===== src/rtl/ps2_pkg.sv =====
// ps2_pkg: shared definitions for the PS/2 key sequencer.
//   - scan-code constants for the prefix bytes, the discard bytes and the modifier keys
//   - FSM state enum and the decode classification of a received byte
//   - bit positions inside the mods vector {caps_lock, alt, ctrl, rshift, lshift}
package ps2_pkg;

  localparam logic [7:0] SC_EXT    = 8'hE0;
  localparam logic [7:0] SC_BRK    = 8'hF0;
  localparam logic [7:0] SC_BAT    = 8'hAA;
  localparam logic [7:0] SC_NUL    = 8'h00;
  localparam logic [7:0] SC_ERR    = 8'hFF;
  localparam logic [7:0] SC_LSHIFT = 8'h12;
  localparam logic [7:0] SC_RSHIFT = 8'h59;
  localparam logic [7:0] SC_CTRL   = 8'h14;
  localparam logic [7:0] SC_ALT    = 8'h11;
  localparam logic [7:0] SC_CAPS   = 8'h58;

  localparam int MOD_W      = 5;
  localparam int MOD_LSHIFT = 0;
  localparam int MOD_RSHIFT = 1;
  localparam int MOD_CTRL   = 2;
  localparam int MOD_ALT    = 3;
  localparam int MOD_CAPS   = 4;

  typedef enum logic [1:0] {
    ST_IDLE   = 2'd0,
    ST_POP    = 2'd1,
    ST_DECODE = 2'd2,
    ST_EMIT   = 2'd3
  } seq_state_e;

  typedef enum logic [1:0] {
    CLS_EXT     = 2'd0,
    CLS_BRK     = 2'd1,
    CLS_DISCARD = 2'd2,
    CLS_KEY     = 2'd3
  } byte_class_e;

  // Sort a received byte into prefix / discard / real key code.
  function automatic byte_class_e classify(input logic [7:0] b);
    byte_class_e c;
    case (b)
      SC_EXT:  c = CLS_EXT;
      SC_BRK:  c = CLS_BRK;
      SC_NUL:  c = CLS_DISCARD;
      SC_ERR:  c = CLS_DISCARD;
      SC_BAT:  c = CLS_DISCARD;
      default: c = CLS_KEY;
    endcase
    return c;
  endfunction

endpackage


===== src/rtl/ps2_key_sequencer_if.sv =====
// ps2_key_sequencer_if: bundle of the receiver-side FIFO signals and the
// consumer-side event handshake.
//   kbd_data/kbd_ready/kbd_overflow : receiver FIFO head, non-empty, overflow
//   kbd_rdn                         : active-low pop strobe back to the receiver
//   ev_valid/ev_ack                 : event handshake with the consumer
//   ev_code/ev_ext/ev_break         : event payload
//   mods                            : live {caps_lock, alt, ctrl, rshift, lshift}
//   err                             : sticky overflow/timeout flag
// master = the sequencer, slave = receiver plus consumer.
interface ps2_key_sequencer_if;
  import ps2_pkg::*;

  logic [7:0]       kbd_data;
  logic             kbd_ready;
  logic             kbd_overflow;
  logic             kbd_rdn;
  logic             ev_valid;
  logic             ev_ack;
  logic [7:0]       ev_code;
  logic             ev_ext;
  logic             ev_break;
  logic [MOD_W-1:0] mods;
  logic             err;

  modport master (
    input  kbd_data, kbd_ready, kbd_overflow, ev_ack,
    output kbd_rdn, ev_valid, ev_code, ev_ext, ev_break, mods, err
  );

  modport slave (
    output kbd_data, kbd_ready, kbd_overflow, ev_ack,
    input  kbd_rdn, ev_valid, ev_code, ev_ext, ev_break, mods, err
  );

endinterface


===== src/rtl/ps2_mod_tracker.sv =====
// ps2_mod_tracker: modifier and Caps Lock state, updated once per decoded key.
//   clk, clrn  : clock, synchronous active-low reset
//   code_i     : final scan code of the key event
//   ext_i      : event carried the 0xE0 prefix
//   brk_i      : event carried the 0xF0 prefix (release)
//   strobe_i   : one-cycle pulse when a key event is decoded
//   mods_o     : registered {caps_lock, alt, ctrl, rshift, lshift}
module ps2_mod_tracker
  import ps2_pkg::*;
(
  input  logic             clk,
  input  logic             clrn,
  input  logic [7:0]       code_i,
  input  logic             ext_i,
  input  logic             brk_i,
  input  logic             strobe_i,
  output logic [MOD_W-1:0] mods_o
);

  logic [MOD_W-1:0] mods_q, mods_d;
  logic             caps_held_q, caps_held_d;

  // Next modifier state from the strobed key event.
  always_comb begin
    mods_d      = mods_q;
    caps_held_d = caps_held_q;
    if (strobe_i) begin
      case (code_i)
        SC_LSHIFT: begin
          if (!ext_i) begin
            mods_d[MOD_LSHIFT] = ~brk_i;
          end else begin
            mods_d[MOD_LSHIFT] = mods_q[MOD_LSHIFT];
          end
        end
        SC_RSHIFT: begin
          if (!ext_i) begin
            mods_d[MOD_RSHIFT] = ~brk_i;
          end else begin
            mods_d[MOD_RSHIFT] = mods_q[MOD_RSHIFT];
          end
        end
        SC_CTRL: mods_d[MOD_CTRL] = ~brk_i;
        SC_ALT:  mods_d[MOD_ALT]  = ~brk_i;
        SC_CAPS: begin
          // caps_held suppresses re-toggling on typematic repeats of the make code.
          if (ext_i) begin
            caps_held_d = caps_held_q;
          end else if (brk_i) begin
            caps_held_d = 1'b0;
          end else begin
            if (!caps_held_q) begin
              mods_d[MOD_CAPS] = ~mods_q[MOD_CAPS];
            end else begin
              mods_d[MOD_CAPS] = mods_q[MOD_CAPS];
            end
            caps_held_d = 1'b1;
          end
        end
        default: mods_d = mods_q;
      endcase
    end else begin
      mods_d      = mods_q;
      caps_held_d = caps_held_q;
    end
  end

  // Modifier and caps-held registers.
  always_ff @(posedge clk) begin
    if (!clrn) begin
      mods_q      <= {MOD_W{1'b0}};
      caps_held_q <= 1'b0;
    end else begin
      mods_q      <= mods_d;
      caps_held_q <= caps_held_d;
    end
  end

  assign mods_o = mods_q;

endmodule


===== src/rtl/ps2_key_sequencer.sv =====
// ps2_key_sequencer: drains the PS/2 receiver FIFO, folds E0/F0 prefixes into
// single key events and presents them on a valid/ack handshake.
//   clk, clrn : 25 MHz clock, synchronous active-low reset
//   bus       : ps2_key_sequencer_if.master (receiver FIFO, pop strobe,
//               event handshake/payload, mods, sticky err)
// Parameters: TIMEOUT_CYC cycles a pending prefix may wait for its next byte,
// TO_W width of the timeout counter.
module ps2_key_sequencer
  import ps2_pkg::*;
#(
  parameter int TIMEOUT_CYC = 2_500_000,
  parameter int TO_W        = 22
)(
  input  logic                  clk,
  input  logic                  clrn,
  ps2_key_sequencer_if.master   bus
);

  localparam logic [TO_W-1:0] TO_LAST = TO_W'(TIMEOUT_CYC - 1);
  localparam logic [TO_W-1:0] TO_ONE  = {{(TO_W-1){1'b0}}, 1'b1};

  seq_state_e       state_q;
  logic [7:0]       byte_q;
  logic             ext_p_q, brk_p_q;
  logic [TO_W-1:0]  to_cnt_q, to_cnt_d;
  logic             to_fire_s;
  logic             kbd_rdn_q;
  logic             ev_valid_q;
  logic [7:0]       ev_code_q;
  logic             ev_ext_q, ev_break_q;
  logic             err_q;
  byte_class_e      cls_s;
  logic             ext_eff_s, brk_eff_s, key_stb_s;
  logic [MOD_W-1:0] mods_s;

  // Byte classification; an overflow in the decode cycle truncates the prefixes it would use.
  always_comb begin
    cls_s     = classify(byte_q);
    ext_eff_s = ext_p_q & ~bus.kbd_overflow;
    brk_eff_s = brk_p_q & ~bus.kbd_overflow;
    key_stb_s = (state_q == ST_DECODE) && (cls_s == CLS_KEY);
  end

  // Prefix timeout counter: runs only while idle with a prefix pending, cleared by a byte latch.
  always_comb begin
    to_cnt_d  = to_cnt_q;
    to_fire_s = 1'b0;
    if ((state_q == ST_IDLE) && bus.kbd_ready) begin
      to_cnt_d = {TO_W{1'b0}};
    end else if ((state_q == ST_IDLE) && (ext_p_q || brk_p_q)) begin
      if (to_cnt_q == TO_LAST) begin
        to_cnt_d  = {TO_W{1'b0}};
        to_fire_s = 1'b1;
      end else begin
        to_cnt_d = to_cnt_q + TO_ONE;
      end
    end else begin
      to_cnt_d = to_cnt_q;
    end
  end

  // Sequencer FSM with registered pop strobe, event payload, prefix flags and error flag.
  always_ff @(posedge clk) begin
    if (!clrn) begin
      state_q    <= ST_IDLE;
      byte_q     <= 8'h00;
      ext_p_q    <= 1'b0;
      brk_p_q    <= 1'b0;
      to_cnt_q   <= {TO_W{1'b0}};
      kbd_rdn_q  <= 1'b1;
      ev_valid_q <= 1'b0;
      ev_code_q  <= 8'h00;
      ev_ext_q   <= 1'b0;
      ev_break_q <= 1'b0;
      err_q      <= 1'b0;
    end else begin
      to_cnt_q <= to_cnt_d;
      case (state_q)
        ST_IDLE: begin
          kbd_rdn_q <= 1'b1;
          if (bus.kbd_ready) begin
            byte_q    <= bus.kbd_data;
            // Strobe goes low for exactly the POP cycle.
            kbd_rdn_q <= 1'b0;
            state_q   <= ST_POP;
          end
        end
        ST_POP: begin
          kbd_rdn_q <= 1'b1;
          state_q   <= ST_DECODE;
        end
        ST_DECODE: begin
          kbd_rdn_q <= 1'b1;
          case (cls_s)
            CLS_EXT: begin
              ext_p_q <= 1'b1;
              state_q <= ST_IDLE;
            end
            CLS_BRK: begin
              brk_p_q <= 1'b1;
              state_q <= ST_IDLE;
            end
            CLS_DISCARD: begin
              ext_p_q <= 1'b0;
              brk_p_q <= 1'b0;
              state_q <= ST_IDLE;
            end
            CLS_KEY: begin
              ev_code_q  <= byte_q;
              ev_ext_q   <= ext_eff_s;
              ev_break_q <= brk_eff_s;
              ev_valid_q <= 1'b1;
              state_q    <= ST_EMIT;
            end
            default: state_q <= ST_IDLE;
          endcase
        end
        ST_EMIT: begin
          kbd_rdn_q <= 1'b1;
          if (bus.ev_ack) begin
            ev_valid_q <= 1'b0;
            ext_p_q    <= 1'b0;
            brk_p_q    <= 1'b0;
            state_q    <= ST_IDLE;
          end
        end
        default: begin
          kbd_rdn_q  <= 1'b1;
          ev_valid_q <= 1'b0;
          state_q    <= ST_IDLE;
        end
      endcase
      // Overflow or timeout overrides any prefix update made above this cycle.
      if (bus.kbd_overflow || to_fire_s) begin
        ext_p_q <= 1'b0;
        brk_p_q <= 1'b0;
        err_q   <= 1'b1;
      end
    end
  end

  ps2_mod_tracker u_mods (
    .clk      (clk),
    .clrn     (clrn),
    .code_i   (byte_q),
    .ext_i    (ext_eff_s),
    .brk_i    (brk_eff_s),
    .strobe_i (key_stb_s),
    .mods_o   (mods_s)
  );

  assign bus.kbd_rdn  = kbd_rdn_q;
  assign bus.ev_valid = ev_valid_q;
  assign bus.ev_code  = ev_code_q;
  assign bus.ev_ext   = ev_ext_q;
  assign bus.ev_break = ev_break_q;
  assign bus.mods     = mods_s;
  assign bus.err      = err_q;

endmodule

===== src/flat_wrapper.sv =====
// flat-port wrapper written by rule: the top's interface ports become plain ports
module ps2_key_sequencer_flat import ps2_pkg::*;
#(
  parameter int TIMEOUT_CYC = 2_500_000,
  parameter int TO_W        = 22
)
  (clk, clrn, bus_kbd_data, bus_kbd_ready, bus_kbd_overflow, bus_ev_ack, bus_kbd_rdn, bus_ev_valid, bus_ev_code, bus_ev_ext, bus_ev_break, bus_mods, bus_err);
  ps2_key_sequencer_if bus_i ();
  input  logic clk;
  input  logic clrn;
  input wire logic [$bits(bus_i.kbd_data)-1:0] bus_kbd_data;
  input wire logic [$bits(bus_i.kbd_ready)-1:0] bus_kbd_ready;
  input wire logic [$bits(bus_i.kbd_overflow)-1:0] bus_kbd_overflow;
  input wire logic [$bits(bus_i.ev_ack)-1:0] bus_ev_ack;
  output wire logic [$bits(bus_i.kbd_rdn)-1:0] bus_kbd_rdn;
  output wire logic [$bits(bus_i.ev_valid)-1:0] bus_ev_valid;
  output wire logic [$bits(bus_i.ev_code)-1:0] bus_ev_code;
  output wire logic [$bits(bus_i.ev_ext)-1:0] bus_ev_ext;
  output wire logic [$bits(bus_i.ev_break)-1:0] bus_ev_break;
  output wire logic [$bits(bus_i.mods)-1:0] bus_mods;
  output wire logic [$bits(bus_i.err)-1:0] bus_err;
  assign bus_i.kbd_data = bus_kbd_data;
  assign bus_i.kbd_ready = bus_kbd_ready;
  assign bus_i.kbd_overflow = bus_kbd_overflow;
  assign bus_i.ev_ack = bus_ev_ack;
  assign bus_kbd_rdn = bus_i.kbd_rdn;
  assign bus_ev_valid = bus_i.ev_valid;
  assign bus_ev_code = bus_i.ev_code;
  assign bus_ev_ext = bus_i.ev_ext;
  assign bus_ev_break = bus_i.ev_break;
  assign bus_mods = bus_i.mods;
  assign bus_err = bus_i.err;
  ps2_key_sequencer #(.TIMEOUT_CYC(TIMEOUT_CYC), .TO_W(TO_W)) u_core (.clk(clk), .clrn(clrn), .bus(bus_i));
endmodule

===== config.mk =====
export PLATFORM = sky130hd
export DESIGN_NAME = ps2_key_sequencer_flat
export DESIGN_NICKNAME = d
export VERILOG_FILES = /design/src/rtl/ps2_pkg.sv /design/src/rtl/ps2_key_sequencer_if.sv /design/src/rtl/ps2_mod_tracker.sv /design/src/rtl/ps2_key_sequencer.sv /design/src/flat_wrapper.sv
export SDC_FILE = /design/constraint.sdc
export NUM_CORES = 1
export LEC_CHECK = 0
export CORE_UTILIZATION = 30
export CTS_BUF_LIST = sky130_fd_sc_hd__clkbuf_8
export CTS_CLUSTER_SIZE = 20
export DETAILED_ROUTE_END_ITERATION = 10
export PLACE_DENSITY = 0.61
export SKIP_CTS_REPAIR_TIMING = 1
export SLEW_MARGIN = 20
export SYNTH_ARGS = -nofsm -noshare
export SYNTH_HDL_FRONTEND = slang
export SYNTH_SLANG_ARGS = --single-unit

===== constraint.sdc =====
create_clock -name clk -period 2.45 [get_ports clk]
set_input_delay 0.3675 -clock clk [delete_from_list [all_inputs] [get_ports clk]]
set_output_delay 0.3675 -clock clk [all_outputs]
set_load 0.02 [all_outputs]

==> flow_metrics.tcl, run 1 <==
set metrics [dict create \
    layout_common_cells "52 x dfxtp_1, 46 x nor2_1, 40 x nand2_1" \
    ys_seq_elements 53 \
    row_count 32 \
    maxSlewHeadroom_pct 61.6 \
    synth_adder_area_share_pct 1.55 \
    p_leak_uw 0.00102 \
    pre_cts_ws_ns 0.199 \
    hold_violations 0 \
    clkPwrFrac_pct 30.0 \
    synth-xor-area-share_pct 7.25 \
    areaGrowthSynthToFinish_pct 21.2 \
    syn-num-nets 299 \
    final_util_pct 37.7 \
    core_um2 7770 \
    finalSetupTns_ns 0 \
    critical_path.max_fanout 11 \
    worstSetupStartpointType "register" \
    grt_pass1_wl_um 9220 \
    hp-class "reg -> reg" \
    track_usage_pct 13.4 \
    die_area_um2 8410 \
    vias 2025 \
    finalMaxSlewViolations 0 \
    synth_edf_count 0 \
    setup_viol 0 \
    clock_sinks 53 \
    finClkSkew_ns 0.00591 \
    clkTransAtPathRegs_ns 0.09 \
    reg2reg_from "u_core.byte_q[6]" \
    p_int_uw 1160 \
    r2r_setup_slack_ns 0.20 \
    grt_pass1_vias 2056 \
    worst_setup_path_end_kind "register" \
    numPortBuffers 30 \
    die_y_um 91.7 \
    antenna_found_initial 0 \
    htreeDepth 2 \
    overflow 0 \
    syn-instance-count 283 \
    vias_per_cell 4.82 \
    initial_utilization_pct 31.1 \
    reg2reg_to "u_core.bus.ev_code[7]" \
    synth_top_flop_cell "dfxtp_1" \
    powerDensity_nw_per_um2 539 \
    cts_tree "yes" \
    initialDrtViolationCount 48 \
    switching_share_pct 26.5 \
    firstDrtPassIters 4 \
    synth_compound_area_share_pct 8.50 \
    mappedNetlistArea_um2 2410 \
    max_freq_mhz 445 \
    fin_crit_sh_pct 91.7 \
    seq_area_frac_synth_pct 43.9 \
    status "finished clean" \
    worstMarginPinSlew_ns 0.571 \
    synth_cell_types 42 \
    wirelength_um 5280 \
    grt_max_degree 30 \
    final_common_cell "dfxtp_1" \
    hold_start "u_core.bus.ev_valid" \
    fp.dieW_um 91.7 \
    maxCapViolCount 0 \
    synth_simple_gate_area_share_pct 31.8 \
    clock_path_buffers 2 \
    min_to "u_core.bus.ev_valid" \
    gp_congestion 0.801 \
    pin_count 31 \
    yosysWarnings 0 \
    worstRegToRegCells 10 \
    cts_root_buffer "clkbuf_8" \
    vdd_drop_max_v 0.000249 \
    switchingPower_uw 418 \
    synth_top_family_by_area "simple AND/OR/NAND/NOR gates" \
    syn_avg_cell_area_um2 8.53 \
    hpwl_um 3810 \
    min_path_cells 2 \
    combPwrFrac_pct 12.3 \
    drive_gt1_share_pct 8.81 \
    nNetsFinal 333 \
    ys_async_sr_fraction_pct 0 \
    cts_inserted_buffers 5 \
    synthMuxAreaShare_pct 3.37 \
    grt_setup_unrepaired "false" \
    setup_slack_ns 0.204 \
    drc 0 \
    wl_per_cell_um 12.6 \
    ant_nets 0 \
    cp_data_required_time_ns 2.64 \
    insertion_delay_ns 0.30 \
    arrival_ns 2.44 \
    pwr-share-seq_pct 57.6 \
    path_class "reg -> reg" \
    min_period_ns 2.25 \
    diodes 0 \
]
-- how the worst max path moves through the flow --
| stage | startpoint | end | slack, ns | depth (start not counted) |
|---|---|---|---|---|
| 2_1_floorplan | u_core.byte_q[4] | u_core.u_mods.mods_o[4] | 0.13 | 12 |
| 3_3_place_gp | u_core.byte_q[6] | u_core.ext_p_q | 0.26 | 8 |
| 3_5_place_dp | u_core.byte_q[0] | u_core.u_mods.mods_o[4] | 0.20 | 10 |
| 4_1_cts | u_core.byte_q[0] | u_core.u_mods.mods_o[4] | 0.19 | 10 |
| 5_1_grt | u_core.byte_q[6] | u_core.u_mods.mods_o[3] | 0.03 | 10 |
| 6_report | u_core.byte_q[6] | u_core.bus.ev_code[7] | 0.20 | 10 |
-- stage by stage --
| step | total power [uW] | hold slack, ns | instances | cell area [um2] |
|---|---|---|---|---|
| 3_5_place_dp | 1130 | 0.453 | 412 | 2840 |
| 6_report | 1580 | 0.463 | 420 | 2930 |
| 3_3_place_gp | 1120 | 0.451 | 412 | 2840 |
| 4_1_cts | 1600 | 0.467 | 420 | 2920 |
| 5_1_grt | 1670 | 0.490 | 420 | 2930 |
| 2_1_floorplan | 1060 | 0.429 | 283 | 2410 |
-- routing by layer --
layer | share of wire (%) | vias up | global-route usage [%]
met2 | 48 | 37 | 24.2
met3 | 4.1 | 11 | 3.57
met1 | 46 | 931 | 15.3
li1 | - | 1046 | -
met5 | 0 | - | 0
met4 | 1.6 | 0 | 4.43
-- logic make-up after synthesis --
logic type                 after synthesis
muxes                                    8
buffers and inverters                   17
xor gates and xnor gates                20
AOI/OAI and AO/OA                       35
adders and majority gates                3
DFF                                     53
and+or+nand+nor                        147
-- cell usage after synthesis (3+ instances only) --
master / number / share of area, %
and4_1: 3 / 1.1
ha_1: 3 / 1.6
inv_1: 6 / 0.93
a21oi_1: 22 / 4.6
nor2_1: 46 / 7.2
nor3b_1: 3 / 0.93
mux2i_1: 7 / 2.9
nor3_1: 7 / 1.5
clkbuf_1: 7 / 1.1
nand4_1: 10 / 2.6
dfxtp_1: 53 / 44
o21ai_0: 7 / 1.5
buf_6: 3 / 1.4
and3_1: 3 / 0.78
or3_1: 3 / 0.78
nor4_1: 3 / 0.78
xor2_1: 14 / 5.1
nand2_1: 40 / 6.2
nand3_1: 9 / 1.9
xnor2_1: 6 / 2.2
-- power groups by stage --
stage / logic (uW) / registers, uW / clock network, uW
after floorplan: 131 / 928 / 0
after global placement: 193 / 929 / 0
after detailed placement: 196 / 930 / 0
after CTS: 197 / 910 / 496
after global routing: 220 / 915 / 535
final: 195 / 910 / 474
-- critical path: stages, from the launching register on --
cell and delay, ns:
dfxtp_1 0.38, nor3_1 0.28, a21oi_1 0.11, o21ai_0 0.25
inv_1 0.07, ha_1 0.19, and3b_1 0.22, o31ai_4 0.14
buf_4 0.26, mux2i_1 0.19, nor2_1 0.05
-- cell type report --
type / count / area [um2]
Clock buffer: 5 / 68.8
Clock inverter: 3 / 13.8
Fill cell: 817 / 4840
Inverter: 6 / 22.5
Multi-Input combinational cell: 213 / 1270
Sequential cell: 53 / 1060
Tap cell: 102 / 128
Timing Repair Buffer: 38 / 360
-- sequential cells by signal, indices dropped and copies added, names as in the netlist --
signal	count
u_core.state_q	2
u_core.bus.ev_break	1
u_core.bus.err	1
u_core.bus.kbd_rdn	1
u_core.ext_p_q	1
u_core.u_mods.mods_o	5
u_core.u_mods.caps_held_q	1
u_core.bus.ev_ext	1
u_core.bus.ev_valid	1
u_core.byte_q	8
u_core.bus.ev_code	8
u_core.brk_p_q	1
u_core.to_cnt_q	22
Power figures use the tool's default switching activity.
==> run 2: changes to the inputs <==
- CORE_MARGIN: not set -> 1.5
==> flow_metrics.tcl, run 2 (same netlist as run 1, synthesis figures left out) <==
set metrics [dict create \
    worstRegToRegCells 8 \
    vdd_drop_max_v 0.000214 \
    worstMarginPinSlew_ns 0.559 \
    wirelength_um 5330 \
    fp.dieW_um 92.7 \
    arrival_ns 2.50 \
    vias_per_cell 4.82 \
    r2r_setup_slack_ns 0.18 \
    cts_root_buffer "clkbuf_8" \
    maxCapViolCount 0 \
    die_area_um2 8600 \
    drive_gt1_share_pct 9.12 \
    cts_inserted_buffers 5 \
    min_period_ns 2.27 \
    powerDensity_nw_per_um2 546 \
    grt_pass1_vias 2019 \
    fin_crit_sh_pct 92.5 \
    grt_pass1_wl_um 9000 \
    finalInstanceArea_um2 2940 \
    htreeDepth 2 \
    hpwl_um 3800 \
    clock_path_buffers 2 \
    regMostFlops "u_core.to_cnt_q" \
    reg2reg_from "u_core.byte_q[4]" \
    hp-class "reg -> reg" \
    status "finished clean" \
    p_leak_uw 0.00103 \
    antenna_found_initial 0 \
    overflow 0 \
    numPortBuffers 30 \
    max_freq_mhz 441 \
    cp_data_required_time_ns 2.68 \
    worst_setup_path_end_kind "register" \
    hold_violations 0 \
    firstDrtPassIters 4 \
    finalMaxSlewViolations 0 \
    ant_nets 0 \
    place_area_um2 2850 \
    clkTransAtPathRegs_ns 0.09 \
    worstSetupStartpointType "register" \
    cts_tree "yes" \
    diodes 0 \
    gp_congestion 0.791 \
    areaGrowthSynthToFinish_pct 21.9 \
    pin_count 31 \
    path_class "reg -> reg" \
    core_um2 7770 \
    setup_slack_ns 0.183 \
    row_count 32 \
    insertion_delay_ns 0.30 \
    vias 2024 \
    finalSetupTns_ns 0 \
    clock_sinks 53 \
    track_usage_pct 13.0 \
    final_common_cell "dfxtp_1" \
    finClkSkew_ns 0.00670 \
    die_y_um 92.7 \
    initial_utilization_pct 31.1 \
    pre_cts_ws_ns 0.202 \
    min_path_cells 2 \
    grt_max_degree 30 \
    wl_per_cell_um 12.7 \
    maxSlewHeadroom_pct 62.4 \
    reg2reg_to "u_core.ext_p_q" \
    critical_path.max_fanout 5 \
    drc 0 \
    layout_common_cells "52 x dfxtp_1, 46 x nor2_1, 40 x nand2_1" \
    min_to "u_core.bus.ev_valid" \
    hold_start "u_core.bus.ev_valid" \
    grt_setup_unrepaired "false" \
    setup_viol 0 \
    crit_start "u_core.byte_q[4]" \
    nNetsFinal 334 \
    largest_register_ffs 22 \
    initialDrtViolationCount 77 \
]
run 2: how the worst max path moves through the flow:
stage	endpoint	slack, ns	depth (start not counted)
4_1_cts	u_core.bus.ev_code[2]	0.17	10
6_report	u_core.ext_p_q	0.18	8
2_1_floorplan	u_core.u_mods.mods_o[4]	0.13	12
3_3_place_gp	u_core.ext_p_q	0.27	8
3_5_place_dp	u_core.u_mods.mods_o[4]	0.20	10
5_1_grt	u_core.u_mods.mods_o[4]	0.001	10
run 2: layout make-up:
| type | instances | area [um2] |
|---|---|---|
| Multi-Input combinational cell | 213 | 1280 |
| Clock inverter | 1 | 3.75 |
| Fill cell | 813 | 4820 |
| Inverter | 6 | 22.5 |
| Tap cell | 102 | 128 |
| Sequential cell | 53 | 1060 |
| Timing Repair Buffer | 39 | 368 |
| Clock buffer | 6 | 82.6 |
run 2: metrics by stage:
step | total power, uW | cells | hold WS [ns] | utilization [%]
global route | 1680 | 420 | 0.476 | 37.9
floorplan | 1060 | 283 | 0.429 | -
detailed placement | 1130 | 413 | 0.451 | 36.6
global placement | 1130 | 413 | 0.446 | 36.6
finish | 1610 | 420 | 0.464 | 37.9
CTS | 1620 | 420 | 0.466 | 37.7
run 2: report_power, final:
| group | switching (uW) | internal [uW] | total [uW] |
|---|---|---|---|
| combinational | 115 | 87.2 | 202 |
| sequential | 26.4 | 882 | 908 |
| clock | 276 | 221 | 497 |
run 2: metal layers:
metal / global-route usage (%) / part of all wire, % / vias to the layer above / wire (um)
met5: 0 / 0 / - / 0
met4: 4.04 / 1.0 / 0 / 54
met3: 2.79 / 3.1 / 7 / 165
met2: 23.3 / 49 / 32 / 2590
met1: 15.4 / 47 / 946 / 2520
li1: - / - / 1039 / -
run 2: critical path: stages, from the launching register on:
cell and delay (ns):
dfxtp_1 0.48, and4_1 0.23, a21oi_1 0.04, o21ai_0 0.27
inv_1 0.08, ha_1 0.19, mux2_2 0.28, or3b_2 0.44
a211oi_1 0.19
==> run 3: changes to the inputs <==
- ABC_CLOCK_PERIOD_IN_PS: not set -> 2450
- CORE_MARGIN: 1.5 -> 5
==> flow_metrics.tcl, run 3 (same netlist as run 1, synthesis figures left out) <==
set metrics [dict create \
    arrival_ns 2.46 \
    antenna_found_initial 0 \
    cts_root_buffer "clkbuf_8" \
    finalSetupTns_ns 0 \
    clkTransAtPathRegs_ns 0.09 \
    hold_violations 0 \
    regMostFlops "u_core.to_cnt_q" \
    grt_pass1_vias 2101 \
    nFillCells 824 \
    crit_top_cell "inv_1" \
    cp_slowest_cell "dfxtp_1" \
    cts_inserted_buffers 5 \
    layout_common_cells "53 x dfxtp_1, 46 x nor2_1, 40 x nand2_1" \
    placedCellCount 413 \
    drc 0 \
    finalMaxSlewViolations 0 \
    track_usage_pct 11.6 \
    pre_cts_ws_ns 0.212 \
    worst_setup_path_end_kind "register" \
    finalPower_uw 1590 \
    critical_path.max_fanout 11 \
    cts_tree "yes" \
    wl_per_cell_um 13.0 \
    fin_crit_sh_pct 92.0 \
    vdd_drop_max_v 0.000265 \
    drive_gt1_share_pct 9.40 \
    overflow 0 \
    vias 2029 \
    slowest_delay_ns 0.47 \
    grt_pass1_wl_um 9440 \
    numPortBuffers 30 \
    max_freq_mhz 444 \
    wirelength_um 5450 \
    powerDensity_nw_per_um2 540 \
    setup_viol 0 \
    maxCapViolCount 0 \
    initial_utilization_pct 31.1 \
    ant_nets 0 \
    clock_path_buffers 2 \
    min_period_ns 2.25 \
    die_y_um 99.7 \
    hp-class "reg -> reg" \
    cpLargestDelayFamily "simple AND/OR/NAND/NOR gates" \
    vias_per_cell 4.82 \
    areaGrowthSynthToFinish_pct 22.0 \
    diodes 0 \
    critical_path_buf_inv_count 2 \
    largest_register_ffs 22 \
    final_common_cell "dfxtp_1" \
    grt_setup_unrepaired "true" \
    finClkSkew_ns 0.00559 \
    firstDrtPassIters 4 \
    worstSetupStartpointType "register" \
    grt_max_degree 23 \
    fp.dieW_um 99.7 \
    status "finished clean" \
    cp_cell_sequence "inv_1 -> a21oi_1 -> o21ai_0 -> inv_1 -> ha_1 -> and3b_1 -> o31ai_4 -> nor3_1 -> mux2i_1 -> nor2_1" \
    layoutNonFillerInstCount 421 \
    maxSlewHeadroom_pct 62.1 \
    htreeDepth 2 \
    insertion_delay_ns 0.31 \
    initialDrtViolationCount 56 \
    die_area_um2 9940 \
    pin_count 31 \
    nNetsFinal 334 \
    row_count 32 \
    path_class "reg -> reg" \
    worstMarginPinSlew_ns 0.564 \
    setup_slack_ns 0.197 \
    p_leak_uw 0.00103 \
    clock_sinks 53 \
    core_um2 7770 \
    hpwl_um 3990 \
    cp_data_required_time_ns 2.66 \
    gp_congestion 0.869 \
]
## run 3: cell types whose count changed in the layout (fill, tap and decap cells not counted), sizes merged
cell,change
clkinv,+2
clkbuf,-1
## run 3: layer usage
metal | part of all wire (%) | up-vias | global-route usage [%]
met3 | 3.8 | 7 | 3.02
met4 | 1.4 | 0 | 3.78
met2 | 49 | 28 | 20.4
met1 | 45 | 956 | 13.6
met5 | 0 | - | 0
li1 | - | 1038 | -
## run 3: worst reg2reg max path, cell delays in order (launching register included)
cell,delay [ns]
dfxtp_1,0.47
inv_1,0.17
a21oi_1,0.16
o21ai_0,0.14
inv_1,0.08
ha_1,0.15
and3b_1,0.25
o31ai_4,0.16
nor3_1,0.31
mux2i_1,0.22
nor2_1,0.05
## run 3: final timing paths
check / from / to / slack [ns] / cells past startpoint
worst max-delay path: u_core.byte_q[0] / u_core.u_mods.mods_o[0] / 0.20 / 10
worst min-delay path: u_core.bus.ev_code[4] / u_core.bus.ev_code[4] / 0.47 / 2
worst min register to register: u_core.bus.ev_code[4] / u_core.bus.ev_code[4] / 0.47 / 2
worst max register to register: u_core.byte_q[0] / u_core.u_mods.mods_o[0] / 0.20 / 10
## run 3: layout make-up
| class | count | area (um2) | share of cell area [%] |
|---|---|---|---|
| clock buffer | 5 | 68.8 | 2.34 |
| inverter | 6 | 22.5 | 0.765 |
| sequential | 53 | 1060 | 36.0 |
| clock inverter | 3 | 13.8 | 0.467 |
| timing repair buffer | 39 | 368 | 12.5 |
| multi-input combinational | 213 | 1280 | 43.6 |
| tap | 102 | 128 | 4.33 |
## run 3: report_power, final
group,total [uW],leakage [uW],internal (uW),switching (uW)
Combinational,204,0.000549,87.3,117
Clock,479,0.0000491,195,284
Sequential,907,0.000429,881,25.2
Total,1590,0.00103,1160,426
## run 3: per-stage QoR
step                instance area [um2]  hold slack (ns)  util, %
floorplan                          2410            0.429        -
global placement                   2850            0.452     36.6
detailed placement                 2850            0.450     36.6
CTS                                2930            0.470     37.7
global route                       2950            0.500     37.9
finish                             2950            0.466     37.9
